$ cat src/rtl/ahb_arb_pkg.sv
// Shared types and helpers for the AHB-Lite bridge arbiter.
// HTRANS encodings, default-slave states, one-hot decode.
package ahb_arb_pkg;

    localparam logic [1:0] HTRANS_IDLE   = 2'b00;
    localparam logic [1:0] HTRANS_BUSY   = 2'b01;
    localparam logic [1:0] HTRANS_NONSEQ = 2'b10;
    localparam logic [1:0] HTRANS_SEQ    = 2'b11;

    typedef enum logic [1:0] {
        DS_IDLE,
        DS_ERR1,
        DS_ERR2
    } ds_state_e;

    function automatic logic [1:0] onehot2idx(input logic [3:0] oh);
        logic [1:0] idx;
        idx = '0;
        for (int i = 0; i < 4; i++) begin
            if (oh[i]) idx = 2'(i);
        end
        return idx;
    endfunction

endpackage

$ cat src/rtl/rr_arbiter.sv
// Combinational round-robin pick: first requester after last.
// Falls back to master 0 when nobody requests.
module rr_arbiter #(
    parameter int NUM_MST = 2
) (
    input  logic [NUM_MST-1:0] req,
    input  logic [1:0]         last,
    output logic [NUM_MST-1:0] next_oh
);

    localparam int IW = (NUM_MST > 2) ? 2 : 1;

    logic [IW-1:0] idx;
    logic          found;

    always_comb begin
        next_oh = '0;
        found   = 1'b0;
        idx     = '0;
        for (int i = 1; i <= NUM_MST; i++) begin
            idx = IW'((int'(last) + i) % NUM_MST);
            if (!found && req[idx]) begin
                next_oh[idx] = 1'b1;
                found        = 1'b1;
            end
        end
        if (!found) next_oh[0] = 1'b1;
    end

endmodule

$ cat src/rtl/ahb_bridge_arbiter.sv
// Round-robin AHB-Lite multi-master arbiter in front of the APB bridge,
// with window decode and a 2-cycle ERROR default slave for misses.
module ahb_bridge_arbiter
    import ahb_arb_pkg::*;
#(
    parameter int          NUM_MST  = 2,
    parameter int          AW       = 32,
    parameter int          DW       = 32,
    parameter int          MAX_HOLD = 4,
    parameter logic [31:0] APB_BASE = 32'h4000_0000,
    parameter logic [31:0] APB_SIZE = 32'h0001_0000
) (
    input  logic                  HCLK,
    input  logic                  HRESET,
    input  logic [NUM_MST-1:0]    M_HBUSREQ,
    output logic [NUM_MST-1:0]    M_HGRANT,
    input  logic [NUM_MST*AW-1:0] M_HADDR,
    input  logic [NUM_MST*2-1:0]  M_HTRANS,
    input  logic [NUM_MST-1:0]    M_HWRITE,
    input  logic [NUM_MST*3-1:0]  M_HSIZE,
    input  logic [NUM_MST*4-1:0]  M_HPROT,
    input  logic [NUM_MST*DW-1:0] M_HWDATA,
    output logic [1:0]            HMASTER,
    output logic                  HREADY,
    output logic [DW-1:0]         HRDATA,
    output logic                  HRESP,
    output logic                  S_HSEL,
    output logic [AW-1:0]         S_HADDR,
    output logic [1:0]            S_HTRANS,
    output logic                  S_HWRITE,
    output logic [2:0]            S_HSIZE,
    output logic [3:0]            S_HPROT,
    output logic [DW-1:0]         S_HWDATA,
    input  logic                  S_HREADYOUT,
    input  logic [DW-1:0]         S_HRDATA,
    input  logic                  S_HRESP
);

    localparam int IW = (NUM_MST > 2) ? 2 : 1;
    localparam int CW = (MAX_HOLD > 1) ? $clog2(MAX_HOLD) : 1;
    localparam logic [CW-1:0] HOLD_MAX = CW'(MAX_HOLD - 1);
    localparam logic [AW-1:0] WIN_BASE = AW'(APB_BASE);
    localparam logic [AW-1:0] WIN_MASK = ~(AW'(APB_SIZE - 32'd1));

    logic [AW-1:0] m_addr  [NUM_MST];
    logic [1:0]    m_trans [NUM_MST];
    logic [2:0]    m_size  [NUM_MST];
    logic [3:0]    m_prot  [NUM_MST];
    logic [DW-1:0] m_wdata [NUM_MST];

    for (genvar i = 0; i < NUM_MST; i++) begin : g_unpack
        assign m_addr[i]  = M_HADDR[i*AW +: AW];
        assign m_trans[i] = M_HTRANS[i*2 +: 2];
        assign m_size[i]  = M_HSIZE[i*3 +: 3];
        assign m_prot[i]  = M_HPROT[i*4 +: 4];
        assign m_wdata[i] = M_HWDATA[i*DW +: DW];
    end

    logic [IW-1:0]      own;
    logic [IW-1:0]      data_owner;
    logic [CW-1:0]      hold_cnt;
    logic               ds_sel;
    ds_state_e          ds_state;
    logic               ds_hready;
    logic               ds_hresp;
    logic [1:0]         own_trans;
    logic               own_req;
    logic               others_req;
    logic               in_burst;
    logic               hit;
    logic               miss_req;
    logic               arb_pt;
    logic [NUM_MST-1:0] nxt_grant;

    assign own       = HMASTER[IW-1:0];
    assign own_trans = m_trans[own];
    assign own_req   = M_HBUSREQ[own];

    // An owner that has dropped its request must not start new transfers.
    assign S_HADDR  = m_addr[own];
    assign S_HTRANS = own_req ? own_trans : HTRANS_IDLE;
    assign S_HWRITE = M_HWRITE[own];
    assign S_HSIZE  = m_size[own];
    assign S_HPROT  = m_prot[own];

    assign hit      = (S_HADDR & WIN_MASK) == WIN_BASE;
    assign S_HSEL   = hit & S_HTRANS[1];
    assign miss_req = ~hit & S_HTRANS[1];

    assign S_HWDATA = m_wdata[data_owner];
    assign HREADY   = ds_sel ? ds_hready : S_HREADYOUT;
    assign HRESP    = ds_sel ? ds_hresp  : S_HRESP;
    assign HRDATA   = ds_sel ? '0        : S_HRDATA;

    assign others_req = |(M_HBUSREQ & ~M_HGRANT);
    assign in_burst   = (own_trans == HTRANS_SEQ) ||
                        (own_trans == HTRANS_BUSY);

    always_comb begin
        arb_pt = 1'b0;
        if (HREADY && !in_burst) begin
            arb_pt = (own_trans == HTRANS_IDLE) || !own_req ||
                     ((own_trans == HTRANS_NONSEQ) &&
                      (hold_cnt == HOLD_MAX) && others_req);
        end
    end

    rr_arbiter #(
        .NUM_MST (NUM_MST)
    ) u_rr (
        .req     (M_HBUSREQ),
        .last    (HMASTER),
        .next_oh (nxt_grant)
    );

    always_ff @(posedge HCLK) begin
        if (HRESET) begin
            M_HGRANT   <= NUM_MST'(1);
            HMASTER    <= '0;
            data_owner <= '0;
            hold_cnt   <= '0;
            ds_sel     <= 1'b0;
        end else if (HREADY) begin
            data_owner <= own;
            ds_sel     <= miss_req;
            if (arb_pt) begin
                M_HGRANT <= nxt_grant;
                HMASTER  <= onehot2idx(4'(nxt_grant));
            end
            if (arb_pt && (nxt_grant != M_HGRANT)) begin
                hold_cnt <= '0;
            end else if ((S_HTRANS == HTRANS_NONSEQ) &&
                         (hold_cnt != HOLD_MAX)) begin
                hold_cnt <= hold_cnt + 1'b1;
            end
        end
    end

    // Default slave: ERR1 stalls with HRESP, ERR2 completes the ERROR.
    always_ff @(posedge HCLK) begin
        if (HRESET) begin
            ds_state  <= DS_IDLE;
            ds_hready <= 1'b1;
            ds_hresp  <= 1'b0;
        end else begin
            unique case (ds_state)
                DS_IDLE, DS_ERR2: begin
                    if (miss_req && HREADY) begin
                        ds_state  <= DS_ERR1;
                        ds_hready <= 1'b0;
                        ds_hresp  <= 1'b1;
                    end else begin
                        ds_state  <= DS_IDLE;
                        ds_hready <= 1'b1;
                        ds_hresp  <= 1'b0;
                    end
                end
                DS_ERR1: begin
                    ds_state  <= DS_ERR2;
                    ds_hready <= 1'b1;
                    ds_hresp  <= 1'b1;
                end
                default: begin
                    ds_state  <= DS_IDLE;
                    ds_hready <= 1'b1;
                    ds_hresp  <= 1'b0;
                end
            endcase
        end
    end

endmodule
$ cat config.mk
export PLATFORM = sky130hd
export DESIGN_NAME = ahb_bridge_arbiter
export DESIGN_NICKNAME = d
export VERILOG_FILES = /design/src/rtl/ahb_arb_pkg.sv /design/src/rtl/rr_arbiter.sv /design/src/rtl/ahb_bridge_arbiter.sv
export SDC_FILE = /design/constraint.sdc
export NUM_CORES = 1
export LEC_CHECK = 0
export CAP_MARGIN = 20
export CORE_AREA = 2 2 117 119
export CTS_CLUSTER_DIAMETER = 60
export DETAILED_ROUTE_END_ITERATION = 6
export DIE_AREA = 0 0 119 121
export DONT_BUFFER_PORTS = 1
export SYNTH_ARGS = -nofsm -noshare
export SYNTH_HDL_FRONTEND = slang
export SYNTH_SLANG_ARGS = --single-unit
$ cat constraint.sdc
create_clock -name HCLK -period 1.87 [get_ports HCLK]
set_input_delay 0.4675 -clock HCLK [delete_from_list [all_inputs] [get_ports HCLK]]
set_output_delay 0.4675 -clock HCLK [all_outputs]
set_load 0.03 [all_outputs]
# Word level (Yosys, flattened, before mapping)
# Cells that the tools add are included.
# totals
register_bits,11
latch_bits,0
mem_bits_rw,0
mem_bits_ro,0
inputBits,186
output_inout_bits,113
elab_cells,105
memories,0
# classes
add_sub_neg,3
mul,0
n_div,0
n_lt_le_gt_ge,7
n_eq_ne,10
shifts,0
n_mux,45
bitwise_logic,9
n_reduce_logical,23
# ops
cell,count
two-way mux 32 bit,7
two-way mux 1 bit,20
"equality test 16 x 15 -> 1 bit, second input constant",1
two-way mux 2 bit,8
two-way mux 4 bit,3
"equality test 2 bit, second input constant",5
logical AND 1 bit,9
two-way mux 3 bit,3
"less-than comparator 1 x 2 -> 1 bit, second input constant",3
OR reduction 2 bit,3
"equality test 2 x 1 -> 1 bit, second input constant",2
"greater-or-equal comparator 2 bit, second input constant",2
zero test 2 bit,2
NOT 1 -> 2 bit,2
one-hot mux 2 bit (2 select lines),1
AND reduction 2 bit,2
zero test 1 bit,3
logical OR 1 bit,3
"adder 1 bit, second input constant",2
"adder 2 x 1 -> 2 bit, second input constant",1
AND 1 bit,2
AND 2 bit,1
demux 1 bit (select 1 bit),2
"greater-or-equal comparator 1 bit, second input constant",2
7 further kinds,8

# Logic depth before layout (Yosys ltp)
# depth
ltp_word,13
depth_mapped,6
mapped_depth_nobuf,5

# Cells and area by module
# From an unflattened synthesis, not the netlist that was laid out.
# hier_totals
hier_cells,201
area_unflattened_um2,1757.9
# modules_own_cells
module,n_inst,cells_each,area_each_um2,seq_area_each_um2
ahb_bridge_arbiter,1,199,1740.4,200.2
rr_arbiter,1,2,17.5,0.0

# Worst setup path after synthesis
# No wires, ideal clock.
# synth_timing
path_type,input -> output
from,input M_HTRANS[1]
to,output S_HSEL
arrival_ns,1.412
t_required_ns,1.402
setup_slack_ns,-0.010
stages,4
path_buffers,0
path_cell_list,and2b_4 a32oi_1 inv_1 and2_1
# synth_between
elab_chain_cells,5
# synth_rtl
element,line,source
start: declaration,ahb_bridge_arbiter.sv:18,"input logic [NUM_MST*2-1:0] M_HTRANS,"
two-way mux 2 bit (not written as such) (3 in a row),ahb_bridge_arbiter.sv:76,assign own_trans = m_trans[own];
two-way mux 2 bit,ahb_bridge_arbiter.sv:81,assign S_HTRANS = own_req ? own_trans : HTRANS_IDLE;
via S_HTRANS[1],ahb_bridge_arbiter.sv:29,"output logic [1:0] S_HTRANS,"
AND 1 bit,ahb_bridge_arbiter.sv:87,assign S_HSEL = hit & S_HTRANS[1];
end: declaration,ahb_bridge_arbiter.sv:27,"output logic S_HSEL,"
# The timed path passes the listed nets, and every way through them passes these cells. The select of a mux whose other input is x is not followed.

==> impl_results.md <==
* Max VDD drop at 0.197 mV
* Clk sinks at 10
* Wirelength per Cell at 18.9 um
* Post-Layout Cell Count at 413
* CP Class: reg2out
* DR vias at 1,764
* Gr ovfl total at 0
* Outcome: finished, violations left
* Slew Limit Fails at 0
* PortBufs at 0
* Vias in the first global route at 1,751
* CTS tree: done
* Most used DFF post-synth: dfxtp_1
* Crit path required time at 1.40 ns
* Synth Area per Inst at 8.83 sq um
* Ports at 299
* RSZ-0062 raised after global routing: true
* Routed WL at 7.80 mm
* FMAX at 0.494 GHz
* Starting Density at 13.4%
* Synth warn at 0
* Total power at 0.00148 W
* Total Routing Usage GR at 8.91%
* Post-synth top area share at 46.8%
* Final instance area at 2640 sq um
* H-tree depth at 1
* ANT nets after route at 0
* Iteration-0 DRC Markers at 64
* Failing checks: negative setup slack
* Placed Cells at 405
* Period Utilization, post-route at 108%
* Max capacitance violation total at 0
* First-pass GRT wire length at 9.87 mm
* Post-synth top area cell: mux2_2
* Crit Path Max Fanout at 12
* N_diodes at 0
* Routed vias/inst at 4.27
* Final setup fails at 27
* CTS buffer count at 3
* Pin count of the biggest net entering global routing at 35
* Die height at 121 um
* Clk_lat worst skew at 0.24 ns
* Longest Clk Path Bufs at 2
* Most common cell in the synthesized netlist: mux2_2
* Post-synth cell types at 42
* Clock Tree Root: clkbuf_16
* Drt first pass iters at 4
* Ys async rst share at 0%
* Core Area at 13,100 sq um
* Post-Syn Instances at 199
* #FFs+latches synth at 10
* Final core utilization at 20.2%
* Crit. End Element: primary output
* Seq/Total Area, Yosys at 11.4%
* Worst EP arrival at 1.56 ns
* Hpwl dp at 6.57 mm
* Area grow syn2layout at 50.4%
* Fin nets at 425
* PD cells at 559 nW/um^2
* Endpoints failing hold at 0
* Setup WS post-layout at -0.153 ns
* Number of synthesized flops with an enable pin at 0
* Hold crit path type: in2reg
* Antenna violations before repair at 0
* # rows at 42
* Die Area at 14,400 sq um
* Die extent in x at 119 um
* Residual DRC at 0
* Mapped Nets at 386
* Fraction of layout cells with a size suffix above 1 at 63.3%
* Worst Skew at 0.00364 ns
* Clk slew on worst S/H paths at 0.04 ns
* Post-synth top cells: 73 x mux2_2, 31 x nor2b_1, 10 x dfxtp_1
* WHS at 0.295 ns
* Gpl congestion at 0.831
* Pleak at 1.03 nW
* Top post-synthesis cells by area: mux2_2 47%, dfxtp_1 11%, nor2b_1 11%
* Period minus WS final at 2.02 ns
* Mapped Area at 1760 sq um
* Critical path startpoint category: register
* Post-DP Area at 2280 sq um
[worst paths after layout]
path,cells after the start,to,from,slack (ns)
setup / recovery,4,S_HWRITE,M_HGRANT[1]$_SDFFE_PP0P_,-0.15
hold / removal,1,hold_cnt[0]$_SDFFE_PP0P_,HRESET,0.30
setup reg to reg,8,hold_cnt[0]$_SDFFE_PP0P_,M_HGRANT[1]$_SDFFE_PP0P_,0.05
hold reg to reg,1,ds_state[1]$_SDFF_PP0_,ds_state[1]$_SDFF_PP0_,0.40
[cells by family (layout without fill, tap and decap cells)]
logic type,after synthesis,after routing,share of synthesized area [%]
and+or+nand+nor,70,70,24.7
other,1,1,0.213
AOI/OAI and AO/OA,16,16,6.41
DFF,10,10,11.4
muxes,77,77,49.6
adders and majority gates,1,1,0.712
buffers and inverters,24,62,6.91
[layout make-up]
cell class / count / area (sq um)
Clock buffer: 4 / 88.8
Multi-Input combinational cell: 165 / 1630
Tap cell: 176 / 220
Timing Repair Buffer: 52 / 477
Inverter: 6 / 22.5
Sequential cell: 10 / 201
Fill cell: 1396 / 10400
[through the flow]
stage	TNS, ns	setup WS, ns
finish	-2.86	-0.153
detailed placement	-0.242	-0.242
floorplan	0	0.0510
global placement	-0.235	-0.235
global route	-3.84	-0.197
CTS	-4.51	-0.159
[placed cells by master (no fill, tap or decap), types with 2 or more instances in the layout]
master / instances
nor2_1: 8
clkbuf_16: 4
buf_6: 5
dfxtp_1: 9
inv_2: 2
nor4b_1: 2
mux2i_1: 2
nand4_1: 2
a21oi_1: 2
nor3b_1: 2
and2b_1: 2
buf_12: 4
nor2b_1: 31
a31oi_1: 2
mux2_2: 43
nor3_1: 3
buf_4: 42
mux2_4: 32
nand2_1: 5
inv_1: 4
[power breakdown]
part | internal (W) | switching, W
Clock | 0.000322 | 0.000108
Sequential | 0.000223 | 0.00000638
Combinational | 0.000296 | 0.000521
[critical path, stage by stage, from the launching register on]
cell and delay, ns:
dfxtp_2 0.36, buf_6 0.12, buf_4 0.22, buf_12 0.17, mux2_2 0.42
[registers in the layout (all words and copies together), names as in the netlist]
signal / flops
ds_state: 2
ds_hresp: 1
hold_cnt: 2
ds_hready: 1
M_HGRANT: 2
data_owner: 1
ds_sel: 1
[routing by layer]
metal	global-route usage [%]	routed length (um)	vias to the layer above
met4	1.41	44	0
met3	2.49	682	4
met2	15.1	4030	135
met1	11.4	3040	844
li1	-	-	781
met5	0	0	-
[timing repair]
action                                  CTS  global route
endpoints found under the setup margin   37            44
gates resized for setup                  19            34
gates cloned                              0             1
pin swaps                                 6             3
hold buffers                              0             0
buffers inserted                          3             0
Note: power is estimated with default switching activity, not from simulation.
